==> src/rtl/ifetch_buffer.sv <==
// Instruction fetch buffer: sequences fetch addresses toward the I-cache and queues
// fetched instructions (with PC and access-fault flag) for the decoder.
module ifetch_buffer #(
    parameter int          FETCH_WIDTH = 2,
    parameter int          DEPTH       = 8,
    parameter logic [63:0] RESET_PC    = 64'h8000_0000
) (
    input  logic                      clk,
    input  logic                      rst,
    input  logic                      redirect_en,
    input  logic [63:0]               redirect_pc,
    input  logic                      redirect_fence_i,
    output logic [63:0]               ibus_addr,
    output logic                      ibus_en,
    input  logic [32*FETCH_WIDTH-1:0] ibus_rdata,
    input  logic                      ibus_valid,
    output logic                      ibus_ready,
    output logic                      ibus_fence_i,
    input  logic                      ibus_acc_err,
    output logic                      out_valid,
    input  logic                      out_ready,
    output logic [31:0]               out_inst,
    output logic [63:0]               out_pc,
    output logic                      out_acc_err
);

    localparam int          PTR_W      = $clog2(DEPTH);
    localparam int          CNT_W      = $clog2(DEPTH + 1);
    localparam logic [63:0] BEAT_BYTES = 64'(4 * FETCH_WIDTH);

    typedef enum logic [1:0] {
        ST_FETCH   = 2'd0,
        ST_DISCARD = 2'd1,
        ST_FENCE   = 2'd2,
        ST_HALT    = 2'd3
    } state_t;

    state_t             state_r;
    state_t             state_nxt_s;
    logic [63:0]        fpc_r;
    logic [63:0]        hold_addr_r;
    logic [63:0]        fetch_addr_s;
    logic               fence_pend_r;
    logic [PTR_W-1:0]   rd_ptr_r;
    logic [PTR_W-1:0]   wr_ptr_r;
    logic [CNT_W-1:0]   count_r;
    logic [CNT_W-1:0]   start_slot_s;
    logic [CNT_W-1:0]   need_s;
    logic [CNT_W-1:0]   free_s;
    logic [31:0]        mem_inst_r [DEPTH];
    logic [63:0]        mem_pc_r [DEPTH];
    logic [DEPTH-1:0]   mem_err_r;
    logic               en_raw_s;
    logic               ready_raw_s;
    logic               fence_raw_s;
    logic               hs_s;
    logic               push_s;
    logic               pop_s;
    logic               valid_s;

    // Bus-side decode: beat alignment, start slot, free space and per-state strobes
    always_comb begin
        fetch_addr_s = fpc_r & ~(BEAT_BYTES - 64'd1);
        start_slot_s = CNT_W'(fpc_r[63:2] & 62'(FETCH_WIDTH - 1));
        free_s       = CNT_W'(DEPTH) - count_r;
        need_s       = CNT_W'(FETCH_WIDTH) - start_slot_s;
        en_raw_s     = 1'b0;
        ready_raw_s  = 1'b0;
        fence_raw_s  = 1'b0;
        case (state_r)
            ST_FETCH: begin
                en_raw_s    = 1'b1;
                ready_raw_s = (free_s >= need_s);
            end
            ST_DISCARD: begin
                en_raw_s    = 1'b1;
                ready_raw_s = 1'b1;
            end
            ST_FENCE: fence_raw_s = 1'b1;
            default:  en_raw_s    = 1'b0;
        endcase
    end

    // Strobes are held low while reset is asserted so no beat can start mid-reset
    assign ibus_en      = en_raw_s & ~rst;
    assign ibus_ready   = ready_raw_s & ~rst;
    assign ibus_fence_i = fence_raw_s & ~rst;
    assign ibus_addr    = (state_r == ST_DISCARD) ? hold_addr_r : fetch_addr_s;

    assign hs_s    = ibus_en & ibus_valid & ibus_ready;
    assign push_s  = hs_s & (state_r == ST_FETCH) & ~redirect_en;
    assign valid_s = (count_r != {CNT_W{1'b0}});
    assign pop_s   = valid_s & out_ready & ~redirect_en;

    assign out_valid   = valid_s;
    assign out_inst    = valid_s ? mem_inst_r[rd_ptr_r] : 32'd0;
    assign out_pc      = valid_s ? mem_pc_r[rd_ptr_r] : 64'd0;
    assign out_acc_err = valid_s & mem_err_r[rd_ptr_r];

    // Next-state: a redirect drops any same-cycle beat, otherwise waits out a pending one
    always_comb begin
        state_nxt_s = state_r;
        if (redirect_en) begin
            case (state_r)
                ST_FETCH: begin
                    if (hs_s) state_nxt_s = redirect_fence_i ? ST_FENCE : ST_FETCH;
                    else      state_nxt_s = ST_DISCARD;
                end
                ST_DISCARD: begin
                    if (hs_s) state_nxt_s = redirect_fence_i ? ST_FENCE : ST_FETCH;
                    else      state_nxt_s = ST_DISCARD;
                end
                default: state_nxt_s = redirect_fence_i ? ST_FENCE : ST_FETCH;
            endcase
        end else begin
            case (state_r)
                ST_FETCH: begin
                    if (hs_s && ibus_acc_err) state_nxt_s = ST_HALT;
                    else                      state_nxt_s = ST_FETCH;
                end
                ST_DISCARD: begin
                    if (hs_s) state_nxt_s = fence_pend_r ? ST_FENCE : ST_FETCH;
                    else      state_nxt_s = ST_DISCARD;
                end
                ST_FENCE: state_nxt_s = ST_FETCH;
                ST_HALT:  state_nxt_s = ST_HALT;
                default:  state_nxt_s = ST_FETCH;
            endcase
        end
    end

    // Control registers: state, fetch PC, held discard address, queue pointers and occupancy
    always_ff @(posedge clk) begin
        if (rst) begin
            state_r      <= ST_FETCH;
            fpc_r        <= RESET_PC;
            hold_addr_r  <= RESET_PC & ~(BEAT_BYTES - 64'd1);
            fence_pend_r <= 1'b0;
            rd_ptr_r     <= {PTR_W{1'b0}};
            wr_ptr_r     <= {PTR_W{1'b0}};
            count_r      <= {CNT_W{1'b0}};
        end else begin
            state_r <= state_nxt_s;
            if (state_r == ST_FETCH) begin
                hold_addr_r <= fetch_addr_s;
            end
            if (redirect_en) begin
                fpc_r        <= {redirect_pc[63:2], 2'b00};
                fence_pend_r <= redirect_fence_i;
                rd_ptr_r     <= {PTR_W{1'b0}};
                wr_ptr_r     <= {PTR_W{1'b0}};
                count_r      <= {CNT_W{1'b0}};
            end else begin
                if (push_s) begin
                    fpc_r    <= fetch_addr_s + BEAT_BYTES;
                    wr_ptr_r <= wr_ptr_r + PTR_W'(need_s);
                end
                if (pop_s) begin
                    rd_ptr_r <= rd_ptr_r + PTR_W'(1);
                end
                count_r <= count_r + (push_s ? need_s : {CNT_W{1'b0}})
                                   - (pop_s ? CNT_W'(1) : {CNT_W{1'b0}});
            end
        end
    end

    // Queue storage: slots below the start slot belong to PCs before the fetch target
    always_ff @(posedge clk) begin
        if (push_s) begin
            for (int k = 0; k < FETCH_WIDTH; k++) begin
                if (CNT_W'(k) >= start_slot_s) begin
                    mem_inst_r[wr_ptr_r + PTR_W'(k) - PTR_W'(start_slot_s)] <= ibus_rdata[32*k +: 32];
                    mem_pc_r[wr_ptr_r + PTR_W'(k) - PTR_W'(start_slot_s)]   <= fetch_addr_s + 64'(4 * k);
                    mem_err_r[wr_ptr_r + PTR_W'(k) - PTR_W'(start_slot_s)]  <= ibus_acc_err;
                end
            end
        end
    end

endmodule

==> config.mk <==
export PLATFORM = sky130hd
export DESIGN_NAME = ifetch_buffer
export DESIGN_NICKNAME = d
export VERILOG_FILES = /design/src/rtl/ifetch_buffer.sv
export SDC_FILE = /design/constraint.sdc
export NUM_CORES = 2
export LEC_CHECK = 0
export ABC_AREA = 1
export CAP_MARGIN = 20
export CORE_AREA = 5 5 309 311
export DETAILED_ROUTE_END_ITERATION = 10
export DIE_AREA = 0 0 314 316
export PLACE_DENSITY = 0.66
export RECOVER_POWER = 25
export SKIP_LAST_GASP = 1
export SYNTH_ARGS = -nofsm -noshare
export SYNTH_HDL_FRONTEND = slang
export SYNTH_SLANG_ARGS = --single-unit
export TNS_END_PERCENT = 5
==> constraint.sdc <==
create_clock -name clk -period 7.29 [get_ports clk]
set_clock_uncertainty 0.1 [all_clocks]
set_input_delay 0.729 -clock clk [delete_from_list [all_inputs] [get_ports clk]]
set_output_delay 0.729 -clock clk [all_outputs]
set_load 0.02 [all_outputs]
# After elaboration in Yosys (flattened, before gate mapping)
# Memories as Yosys holds them, arrays and structs flattened. A register that Yosys moved wholly into a read port is not among the register bits.
# Cells that the tools add are included.
# op_classes
n_addsub	11
n_lt_le_gt_ge	8
eq_ne	3
mux	39
bitwise_logic	12
n_reduce_logical	8
# ops
cell	n
two-way mux 64 bit	4
adder 64 x 3 -> 64 bit (second input constant)	1
adder 64 x 4 -> 64 bit (second input constant)	1
two-way mux 32 bit	1
two-way mux 8 bit	3
bitwise mux 8 bit	2
two-way mux 2 bit	7
< comparator 3 x 4 -> 1 bit (second input constant)	3
two-way mux 1 bit	12
two-way mux 3 bit	4
AND 1 bit	10
one-hot mux 2 bit (4 select lines)	1
adder 3 x 1 -> 3 bit (second input constant)	2
demux 1 bit (select 3 bit)	2
>= comparator 3 x 1 -> 1 bit (second input constant)	2
subtractor 3 x 1 -> 3 bit	2
adder 4 bit	1
== test 2 bit (second input constant)	2
>= comparator 4 bit	1
two-way mux 4 bit	1
nonzero test 4 bit	1
OR reduction 2 bit	2
subtractor 4 x 1 -> 4 bit	1
subtractor 4 bit (first input constant)	1
other kinds (10)	14
# totals
regBits	146
ram_bits	768
input_bits	135
output_inout_bits	165
word_cells	92
mem_count	2
# mem_list
name	depth	width	read_ports	rd_clocked_by_memory_dff	write_ports	line	text
mem_pc_r	8	64	1	1	2	51	logic [63:0] mem_pc_r [DEPTH];
mem_inst_r	8	32	1	1	2	50	logic [31:0] mem_inst_r [DEPTH];

# Depth between registers and ports, before layout
# depth
ltp_word	11
mapped_depth	21
mapped_depth_nobuf	20

# Least setup slack after synthesis
# Ideal clock, no wire load.
# synth_path
kind	register -> register
from	reg fpc_r[2]
to	mem mem_pc_r[4][6] (data pin)
setup_time_ps	142
arrival_ps	4732
required_ps	7048
path_slack_ps	2316
path_stages_with_launch	14
path_buffers	4
synth_period_minus_slack_ps	4974
path_cell_list	dfxtp_1 clkbuf_1 inv_1 ha_1 buf_2 inv_1 buf_2 nand2_1 o21ai_0 inv_1 nor2_2 inv_2 buf_2 nor2_1
# synth_lines
element	line	text
from (decl)	40	logic [63:0] fpc_r;
from (signal assigned)	148	fpc_r <= {redirect_pc[63:2], 2'b00};
from (signal assigned)	155	fpc_r <= fetch_addr_s + BEAT_BYTES;
to (decl)	51	

==> out/qor.yml <==
cells_and_area:
  syn_to_final_growth_pct: 14.6
  utilization: 0.535
  fin_area_um2: 49400
  final_cells: 6217
  layout-drive-gt1-share: 0.0466
  final_nets: 5088
route:
  route.antenna.remaining_nets: 0
  wirelength_mm: 135
  drc_errors: 0
  vias: 35400
  vias_per_cell: 5.70
  first_iter_violations: 4119
  first_pass_iters: 6
  wl_per_cell_um: 21.8
synth:
  yosys.cell_types.count: 39
  synth_edf_count: 752
  syn_area_um2: 43100
  synthTopCellsByCount: "1300 x nor2_1, 810 x o21ai_0, 752 x edfxtp_1, 683 x nand2_1, 224 x clkbuf_1"
  synth_top_area_frac: 0.523
  synth_cells: 4889
  synth-main-ff-cell: "edfxtp_1"
  synth_area_per_cell_um2: 8.82
  synth.most_common_cell: "nor2_1"
  synth.area.top_cells: "edfxtp_1 52%, nor2_1 11%, o21ai_0 9.4%"
  synth_top_area_cell: "edfxtp_1"
  async_flop_share: 0
  yosysSeqAreaShare: 0.592
  ys_ff_latch: 899
  synth_warnings: 0
worst_setup_path:
  slowest_delay_ns: 1.53
  cp_top_family: "buffers and inverters"
  cp-start-kind: "register"
  end_kind: "register"
  cp_max_fo: 63
  reg2reg_depth: 10
  cp_cell_sequence: "ha_1 -> a21boi_0 -> nor2_1 -> nand2_1 -> nand4_4 -> clkbuf_1 -> nor2_4 -> nand2_1 -> clkbuf_2 -> nor2_1"
  crit_arrival_ns: 6.13
  crit_cells: 10
  cp_num_buf_inv: 2
  critical_path_class: "register to register"
  worst_path_max_delay_cell: "clkbuf_2"
  worstPathRequired_ns: 7.50
timing:
  max_freq_mhz: 169
  min_period_over_period: 0.812
  worst_slew_pin_slew_ns: 2.46
  worst_slack_ns: 1.37
  setup-tns-final_ns: 0
  hold_viol_final: 0
  slew_headroom: -0.641
  rsz0062_at_grt: "no"
  final_max_slew_viol_count: 541
  finalSetupViolCount: 0
  finalCriticalPeriod_ns: 5.92
place:
  dp.cells: 6032
  placed_area_um2: 46400
  dp_slack_ns: 2.69
  io_buffers: 292
  place_congestion: 0.957
  hpwlAfterDp_mm: 76.5
outcome:
  failed_checks: "capacitance limit, slew limit"
  status: "complete, but fails checks"
cts:
  cts_root_buffer: "clkbuf_16"
  cts_tree: "done"
  cts_buffers: 97
  postCtsSetupRepairBufs: 0
  clock_sinks: 899
  path_clk_slew_ns: 0.06
  postCtsResizedCells: 0
  clk_latency_ns: 0.67
  h-tree-depth: 3
  cts_buffer_depth: 3
  postCtsHoldBufs: 0
min_path:
  worst_hold_path.num_cells: 2
  hold_path.class: "register to register"
global_route:
  grt_pass1_vias: 33600
  overflow: 0
  antenna_found_initial: 1
  track_usage: 0.263
  grt_start_max_net_pins: 184
  grt_pass1_wl_mm: 202
floorplan:
  die_h_um: 316
  die_area_um2: 99200
  fp-row-count: 112
  die_w_um: 314
  coreArea_um2: 92500
  ios: 300
  initial_core_util: 0.466
flow_run:
  max_cap_viol_count: 10
power_and_ir_drop:
  ir_worst_vdd_mv: 0.173
  powerDensity_nw_per_um2: 253
  leakagePower_uw: 0.0179
[cells in the final DEF, fill, tap and decap left out, types with 4 or more instances in the layout]
cell,count
edfxtp_1,752
buf_4,27
buf_12,7
bufinv_16,7
clkbuf_16,100
nor3_1,6
o21ai_1,9
ha_1,16
o21ai_0,814
xor2_1,21
nand2_2,6
a21oi_1,192
dlygate4sd3_1,27
inv_4,7
clkinv_1,45
o21ai_2,22
nor2_1,1300
and2_1,5
clkdlybuf4s50_1,263
o22ai_1,94
conb_1,5
clkinv_2,12
a31oi_1,95
clkbuf_2,10
inv_1,182
nand2_4,4
nand2_1,680
dfxtp_1,145
nand3_1,87
clkbuf_1,34
clkbuf_8,7
inv_6,4
[final cells by class]
cell class,instances,area [µm²]
well taps,1197,1500
inverters,221,866
repair buffers,342,3330
flip-flops and latches,899,25500
multi-input cells,3374,15100
diodes,3,7.51
fillers,8250,43000
clock buffers,134,2700
clock inverters,47,460
[path summary, 6_finish.rpt]
path / startpoint / end / slack, ns
hold / removal: mem_pc_r[3][2] / mem_pc_r[3][2] / 0.35
setup reg to reg: fpc_r[2] / mem_pc_r[1][12] / 1.37
hold reg to reg: mem_pc_r[3][2] / mem_pc_r[3][2] / 0.35
setup / recovery: fpc_r[2] / mem_pc_r[1][12] / 1.37
[power by group]
group | switching, µW | internal [µW] | leakage (µW)
clock | 2080 | 2850 | 0.00153
combinational | 1200 | 641 | 0.00789
sequential | 76.7 | 5650 | 0.00849
[state kept, by name (all words and copies together) (netlist names), named ones only]
signal        count
state_r           2
fence_pend_r      1
wr_ptr_r          3
count_r           4
rd_ptr_r          3
fpc_r            62
mem_pc_r        496
mem_inst_r      256
hold_addr_r      61
mem_err_r         8
[stage by stage]
stage / power, µW / hold WS, ns
2_1_floorplan: 6850 / 0.314
3_3_place_gp: 7660 / 0.323
3_5_place_dp: 7680 / 0.328
4_1_cts: 12600 / 0.338
5_1_grt: 12900 / 0.366
6_report: 12500 / 0.345
[per-layer routing]
layer,vias to the layer above,GRT usage,share of wire
met4,0,0.0922,0.034
met1,16800,0.354,0.40
met2,1769,0.430,0.47
met3,282,0.0511,0.096
met5,-,0,0
li1,16600,-,-
[worst min-delay path, delay by kind of cell, from the launching register on]
| family | cells | cell delay [ns] |
|---|---|---|
| flip-flops | 1 | 0.32 |
| AND/OR/NAND/NOR | 2 | 0.10 |
[logic make-up after synthesis]
family	synth area share
compound gates	0.150
fa+ha+maj	0.00557
xor+xnor	0.00447
other cells	0.0000869
flops	0.592
simple gates	0.187
buf+inv	0.0607
Power figures use the tool's default switching activity.
